`src/rtl/tqvp_cattuto_ws2812b_receiver.sv`:
```
// WS2812B single-wire receiver: times each high pulse, assembles 24-bit GRB pixels,
// captures the pixel at the CPU-selected index and flags frame end, errors and overruns.
module tqvp_cattuto_ws2812b_receiver #(
    parameter int DIN_BIT    = 1,
    parameter int T_THRESH   = 38,
    parameter int T_HIGH_MAX = 160,
    parameter int T_RESET    = 3200,
    parameter int CNT_W      = 12
) (
    input  logic       clk,
    input  logic       rst_n,
    input  logic [7:0] ui_in,
    output logic [7:0] uo_out,
    input  logic [3:0] address,
    input  logic       data_write,
    input  logic [7:0] data_in,
    output logic [7:0] data_out
);

    typedef enum logic [1:0] {S_RESYNC, S_IDLE, S_HIGH, S_LOW} state_t;

    localparam logic [CNT_W-1:0] THRESH   = CNT_W'(T_THRESH);
    localparam logic [CNT_W-1:0] HMAX_M1  = CNT_W'(T_HIGH_MAX - 1);
    localparam logic [CNT_W-1:0] RESET_M1 = CNT_W'(T_RESET - 1);
    localparam logic [CNT_W-1:0] CNT_ONE  = CNT_W'(1);

    state_t           state_q;
    logic             din_q;
    logic [CNT_W-1:0] cnt_q;
    logic [22:0]      shift_q;
    logic [4:0]       bit_cnt_q;
    logic [8:0]       idx_q;
    logic [7:0]       index_q, count_q;
    logic [7:0]       g_q, r_q, b_q;
    logic             valid_q, frame_done_q, error_q, overrun_q;

    logic             din, rise, fall, busy;
    logic [CNT_W-1:0] cnt_inc;
    logic [23:0]      shift_d;
    logic             pixel_done, capture, high_err, frame_end;
    logic [3:0]       clr;
    logic             valid_d, frame_done_d, error_d, overrun_d;
    logic             unused_ui;

    assign din       = ui_in[DIN_BIT];
    assign unused_ui = ^ui_in;
    assign rise      = din & ~din_q;
    assign fall      = ~din & din_q;
    assign busy      = (state_q == S_HIGH) || (state_q == S_LOW);
    assign uo_out    = 8'h00;

    assign cnt_inc    = (cnt_q == '1) ? cnt_q : cnt_q + CNT_ONE;
    assign shift_d    = {shift_q, (cnt_q > THRESH)};
    assign pixel_done = (state_q == S_HIGH) && fall && (bit_cnt_q == 5'd23);
    assign capture    = pixel_done && (idx_q == {1'b0, index_q});
    assign high_err   = (state_q == S_HIGH) && !fall && (cnt_q >= HMAX_M1);
    assign frame_end  = (state_q == S_LOW) && !din && (cnt_q == RESET_M1);

    // Write-one-to-clear; a hardware set in the same cycle overrides the clear.
    assign clr          = (data_write && address == 4'h0) ? data_in[3:0] : 4'h0;
    assign valid_d      = (valid_q & ~clr[0]) | capture;
    assign frame_done_d = (frame_done_q & ~clr[1]) | frame_end;
    assign error_d      = (error_q & ~clr[2]) | high_err | (frame_end && bit_cnt_q != 5'd0);
    assign overrun_d    = (overrun_q & ~clr[3]) | (capture & valid_q);

    // NOTE: all state uses non-blocking assignments so every register samples pre-edge values.
    always_ff @(posedge clk) begin
        if (!rst_n) begin
            state_q      <= S_RESYNC;
            din_q        <= 1'b0;
            cnt_q        <= '0;
            shift_q      <= '0;
            bit_cnt_q    <= '0;
            idx_q        <= '0;
            index_q      <= '0;
            count_q      <= '0;
            g_q          <= '0;
            r_q          <= '0;
            b_q          <= '0;
            valid_q      <= 1'b0;
            frame_done_q <= 1'b0;
            error_q      <= 1'b0;
            overrun_q    <= 1'b0;
        end else begin
            din_q        <= din;
            valid_q      <= valid_d;
            frame_done_q <= frame_done_d;
            error_q      <= error_d;
            overrun_q    <= overrun_d;
            if (data_write && address == 4'h1) index_q <= data_in;

            case (state_q)
                S_RESYNC: begin
                    if (din) begin
                        cnt_q <= '0;
                    end else begin
                        cnt_q <= cnt_inc;
                        if (cnt_q == RESET_M1) state_q <= S_IDLE;
                    end
                end
                S_IDLE: begin
                    if (rise) begin
                        state_q <= S_HIGH;
                        cnt_q   <= CNT_ONE;
                        count_q <= '0;
                    end
                end
                S_HIGH: begin
                    if (fall) begin
                        shift_q <= shift_d[22:0];
                        cnt_q   <= CNT_ONE;
                        state_q <= S_LOW;
                        if (pixel_done) begin
                            bit_cnt_q <= '0;
                            if (count_q != 8'hFF) count_q <= count_q + 8'd1;
                            if (idx_q != 9'h1FF) idx_q <= idx_q + 9'd1;
                            if (capture) begin
                                g_q <= shift_d[23:16];
                                r_q <= shift_d[15:8];
                                b_q <= shift_d[7:0];
                            end
                        end else begin
                            bit_cnt_q <= bit_cnt_q + 5'd1;
                        end
                    end else if (high_err) begin
                        state_q   <= S_RESYNC;
                        cnt_q     <= '0;
                        bit_cnt_q <= '0;
                        idx_q     <= '0;
                    end else begin
                        cnt_q <= cnt_inc;
                    end
                end
                S_LOW: begin
                    if (rise) begin
                        state_q <= S_HIGH;
                        cnt_q   <= CNT_ONE;
                    end else if (frame_end) begin
                        state_q   <= S_IDLE;
                        bit_cnt_q <= '0;
                        idx_q     <= '0;
                    end else begin
                        cnt_q <= cnt_inc;
                    end
                end
                default: state_q <= S_RESYNC;
            endcase
        end
    end

    // NOTE: the default assignment ahead of the case keeps this decoder free of latches.
    always_comb begin
        data_out = 8'h00;
        case (address)
            4'h0:    data_out = {3'b000, busy, overrun_q, error_q, frame_done_q, valid_q};
            4'h1:    data_out = index_q;
            4'h2:    data_out = g_q;
            4'h3:    data_out = r_q;
            4'h4:    data_out = b_q;
            4'h5:    data_out = count_q;
            default: data_out = 8'h00;
        endcase
    end

endmodule
```
`config.mk`:
```
export PLATFORM = sky130hd
export DESIGN_NAME = tqvp_cattuto_ws2812b_receiver
export DESIGN_NICKNAME = d
export VERILOG_FILES = /design/src/rtl/tqvp_cattuto_ws2812b_receiver.sv
export SDC_FILE = /design/constraint.sdc
export NUM_CORES = 1
export LEC_CHECK = 0
export ABC_AREA = 1
export BUFFER_PORTS_ARGS = -buffer_cell sky130_fd_sc_hd__buf_2
export CAP_MARGIN = 20
export CELL_PAD_IN_SITES_DETAIL_PLACEMENT = 1
export CELL_PAD_IN_SITES_GLOBAL_PLACEMENT = 1
export CORE_MARGIN = 10
export CORE_UTILIZATION = 46
export CTS_CLUSTER_SIZE = 10
export DETAILED_ROUTE_END_ITERATION = 7
export GPL_TIMING_DRIVEN = 0
export PLACE_DENSITY = 0.92
export SLEW_MARGIN = 20
export SYNTH_ARGS = -nofsm -noshare
export SYNTH_HDL_FRONTEND = slang
export SYNTH_SLANG_ARGS = --single-unit
```
`constraint.sdc`:
```
create_clock -name clk -period 3.1 [get_ports clk]
set_input_delay 0.31 -clock clk [delete_from_list [all_inputs] [get_ports clk]]
set_output_delay 0.31 -clock clk [all_outputs]
set_load 0.02 [all_outputs]
```
; After elaboration in Yosys (flattened, before gate mapping)
; Cells that the tools add are included.
[classes]
shifts = 0
n_div = 0
add_sub_neg = 4
n_mux = 36
bitwise = 18
n_lt_le_gt_ge = 2
n_reduce_logical = 25
n_eq_ne = 27
n_mul = 0
[op_table]
columns = operator, count
row1 = $mux W12, 7
row2 = $mux W9, 6
row3 = $pmux W12 S4, 1
row4 = $pmux W8 S6, 1
row5 = $mux W8, 4
row6 = $mux W5, 5
row7 = $eq A12 B12 Y1 const B, 2
row8 = $pmux W9 S2, 1
row9 = $pmux W8 S2, 1
row10 = $mux W2, 7
row11 = $ne A2 B2 Y1 const B, 7
row12 = $add A12 B1 Y12 const B, 1
row13 = $ge A12 B8 Y1 const B, 1
row14 = $gt A12 B6 Y1 const B, 1
row15 = $ne A3 B3 Y1 const B, 4
row16 = $logic_and A1 B1 Y1, 10
row17 = $pmux W5 S2, 1
row18 = $reduce_and A5 Y1, 2
row19 = $add A9 B1 Y9 const B, 1
row20 = $eq A9 B8 Y1, 1
row21 = $ne A9 B9 Y1 const B, 1
row22 = $add A8 B1 Y8 const B, 1
row23 = $eq A4 B2 Y1 const B, 2
row24 = $eq A4 B3 Y1 const B, 2
row25 = 22 further kinds, 42
[totals]
mem_count = 0
ramBits = 0
latch_bits = 0
output_inout_bits = 16
ff_bits = 96
elab_cells = 127
rom_bits = 0
inputBits = 23

; Logic depth before layout (Yosys ltp)
[logic_depth]
depth_word = 8
depth_mapped = 12

; Worst setup path before layout
; OpenSTA, ideal clock, no wires.
[synth_timing]
kind = flip-flop to flip-flop
start = reg idx_q[0]
end = reg idx_q[4]
n_path_buf = 0
arrival_time_ps = 1621
t_required_ps = 2968
path_stages_with_launch = 11
setup_slack_ps = 1347
path_cell_list = dfxtp_1 ha_1 nand2_1 nor2_1 nand3_1 nor2_1 ha_1 o21ai_2 nand3_2 nand2_1 a21oi_1
[synth_between]
elab_chain_len = 5
elab_cells_between_ends = 8
classes_between = add/sub: 1 / eq/ne: 2 / mux: 4 / reduce/logical: 1
[synth_rtl]
columns = item, line_no
row1 = "start, declared", 32  ; logic [8:0] idx_q;
row2 = "start signal, assigned", 116  ; if (idx_q != 9'h1FF) idx_q <= idx_q + 9'd1;
row3 = $add A9 B1 Y9, 116
row4 = $mux W9, 116
row5 = $mux W9, 113  ; if (pixel_done) begin
row6 = $mux W9, 109  ; if (fall) begin
row7 = $pmux W9 S2, 92  ; case (state_q)
; Parallel ways exist; a longest one is shown, timed or not. The select of a mux whose other input is x is not followed.
; A chain may end at the register's enable or synchronous reset.

; Worst setup path after layout
[layout_timing]
start = reg idx_q[0]
end = reg idx_q[7]
; Same word-level chain as after synthesis.

==> results_dict.tcl <==
set metrics [dict create \
    pre_cts_slack_ns 0.8854 \
    critPathMaxStageDelay_ns 0.41 \
    final_antenna_net_count 0 \
    cts.sinks 96 \
    required_ns 3.30 \
    drt-vias-per-instance 5.425 \
    fin_crit_ns 2.293 \
    fin_ws_ns 0.8071 \
    maxCapViolations 0 \
    cts_setup_buffers 0 \
    antenna_found_initial 0 \
    slowest_stage "o21ai_2" \
    grt_util_all_layers_pct 21.13 \
    grt_start_max_net_pins 18 \
    crit_fanout 10 \
    rsz0062_at_grt "false" \
    clockBufferDepth 2 \
    cts-hold-fix-buffers 0 \
    grt_pass1_wl_mm 28.01 \
    fin_crit_sh_pct 73.96 \
    r2r.worst_path.cells 10 \
    startpoint "idx_q[0]" \
    yosysWarnings 0 \
    max-vdd-ir-drop_mv 0.4074 \
    post_dp_cell_area_sq_mm 0.005548 \
    synth_area_sq_mm 0.005231 \
    finalSetupViolCount 0 \
    total_power_uw 2548 \
    synth.top_cell.area_share_pct 36.74 \
    core-area_sq_mm 0.01098 \
    gp_congestion 0.8760 \
    ctsResizeCount 0 \
    worst_pin_slew_ns 0.6622 \
    min_from "data_in[7]" \
    layout_common_cells "nand2_1, nor2_1, inv_1" \
    critPathTopFamily "simple AND/OR/NAND/NOR gates" \
    post_synth_num_cell_types 38 \
    place_hpwl_mm 12.66 \
    port_buffers 23 \
    arrival_ns 2.50 \
    num_io_pins 39 \
    htreeDepth 3 \
    path_cells "ha_1, nand2_1, nor2_1, nand3_1, nor2_1, ha_1, o21ai_2, nand3_2, nand2_1, a21oi_1" \
    remaining_drc_errors 0 \
    r2r_setup_slack_ns 0.81 \
    avgSynthCellArea_sq_um 6.474 \
    fin_skew_ns 0.009032 \
    path_buf_inv 0 \
    wl_per_cell_microns 17.09 \
    drive_above_1_share_pct 9.953 \
    dieArea_sq_mm 0.01604 \
    num_antenna_cells 0 \
    die_w_microns 126.6 \
    cts.clk_slew.worst_paths_ns 0.07 \
    seq_area_frac_synth_pct 36.74 \
    hold_violations 0 \
    layout.nets 879 \
    gr-total-overflow 0 \
    yosysTopAreaCell "dfxtp_1" \
    numCtsBuffers 9 \
    final_cell_area_sq_mm 0.005852 \
    syn2layout_area_growth_pct 11.86 \
    initial_core_util_pct 47.63 \
    drtPass1Iterations 4 \
    critPathCaptureType "flip-flop" \
    endpoint "idx_q[7]" \
    cp_num_cells 10 \
    grt_pass1_vias 5544 \
    cp-start-kind "flip-flop" \
    cts_root_buf "clkbuf_16" \
    final_common_cell "nand2_1" \
    row_count 38 \
    r2r-start "idx_q[0]" \
    max_clock_freq_mhz 436.1 \
    p_per_area_mw_per_mm2 435.4 \
    synth_area_leaders "dfxtp_1, nand2_1, nor2_1" \
    die_h_microns 126.6 \
    cts_tree "built" \
    synthCells 808 \
    r2r-end "idx_q[7]" \
    power.leakage_uw 0.002391 \
    utilization_pct 53.28 \
    drt_wl_total_mm 16.99 \
    max_slew_margin_pct 55.85 \
    crit_type "flip-flop to flip-flop" \
    tns_ns 0 \
    outcome "completed" \
    slew_violations 0 \
    ys_ff_latch 96 \
    hp-class "input pin to flip-flop" \
    clk_latency_ns 0.36 \
    dr_total_vias 5392 \
    drt_iter0_markers 360 \
]
tightest hold or removal path, stage by stage:
cell and delay (ns):
buf_2 0.10, nand3_1 0.07, a21oi_1 0.07
cell usage after synthesis:
| library cell | n |
|---|---|
| o22ai_1 | 3 |
| o221ai_1 | 7 |
| o21ai_1 | 3 |
| buf_2 | 5 |
| clkinv_1 | 1 |
| o2111ai_1 | 1 |
| o211ai_1 | 1 |
| nand3b_1 | 2 |
| nand3_2 | 2 |
| nor3_1 | 9 |
| nor2_2 | 5 |
| clkbuf_1 | 13 |
| nand3_1 | 55 |
| xor2_1 | 6 |
| a21oi_1 | 62 |
| clkinv_4 | 1 |
| buf_6 | 4 |
| nand2_4 | 2 |
| o21ai_0 | 50 |
| nand4_1 | 20 |
| a21oi_2 | 2 |
| inv_2 | 4 |
| nor2_4 | 2 |
| nand2_2 | 6 |
| dfxtp_1 | 96 |
| or2_2 | 2 |
| conb_1 | 1 |
| o21bai_1 | 3 |
| ha_1 | 7 |
| nor2_8 | 1 |
| o21ai_2 | 1 |
| nor2_1 | 123 |
| inv_1 | 102 |
| nand2_1 | 189 |
| buf_1 | 2 |
| a31oi_1 | 2 |
| a211oi_1 | 3 |
| buf_4 | 10 |
worst min path at each step:
stage                        endpoint  slack (ns)  cells past startpoint
after floorplan                 din_q        0.40                      2
after global placement     shift_q[5]        0.46                      2
after detailed placement  shift_q[19]        0.46                      2
after CTS                  index_q[7]        0.23                      3
after global routing       index_q[7]        0.25                      3
final                      index_q[7]        0.24                      3
cell type report:
cell class	count	area [sq um]
Clock inverter	6	75.07
Timing Repair Buffer	23	115.1
Sequential cell	96	1922
Buffer	34	201.4
Tap cell	140	175.2
Inverter	108	410.4
Multi-Input combinational cell	577	2724
Fill cell	1519	5131
Clock buffer	10	229.0
power breakdown:
group	internal [uW]	switching, uW
sequential	1240	3.90
combinational	35.5	88.7
clock	641	542
total	1910	635
stage by stage:
step	cells	hold WS [ns]
2_1_floorplan	815	0.4035
3_3_place_gp	978	0.4563
3_5_place_dp	978	0.4640
4_1_cts	994	0.2291
5_1_grt	994	0.2482
6_report	994	0.2416
sequential cells by signal, summed over array words and instances, names as in the netlist:
register	flops
idx_q	9
shift_q	23
count_q	8
state_q	2
frame_done_q	1
cnt_q	12
index_q	8
valid_q	1
g_q	8
b_q	8
error_q	1
bit_cnt_q	5
din_q	1
overrun_q	1
r_q	8
metal layers:
layer	vias up	routed length (microns)	track usage, %
li1	2658	-	-
met1	2586	7356	25.34
met2	118	8405	36.33
met3	30	871	4.790
met4	0	353	7.167
met5	-	0	0
kinds of logic (layout without fill, tap and decap cells):
logic type      Yosys count  after routing  share of synthesized area (%)
compound gates          138            138                          14.45
xor+xnor                  6              6                          1.005
fa+ha+maj                 7              7                          1.674
buf+inv                 142            181                          11.70
flops                    96             96                          36.74
other cells               1              8                        0.07168
simple gates            418            418                          34.37
(Power assumes the default switching activity.)
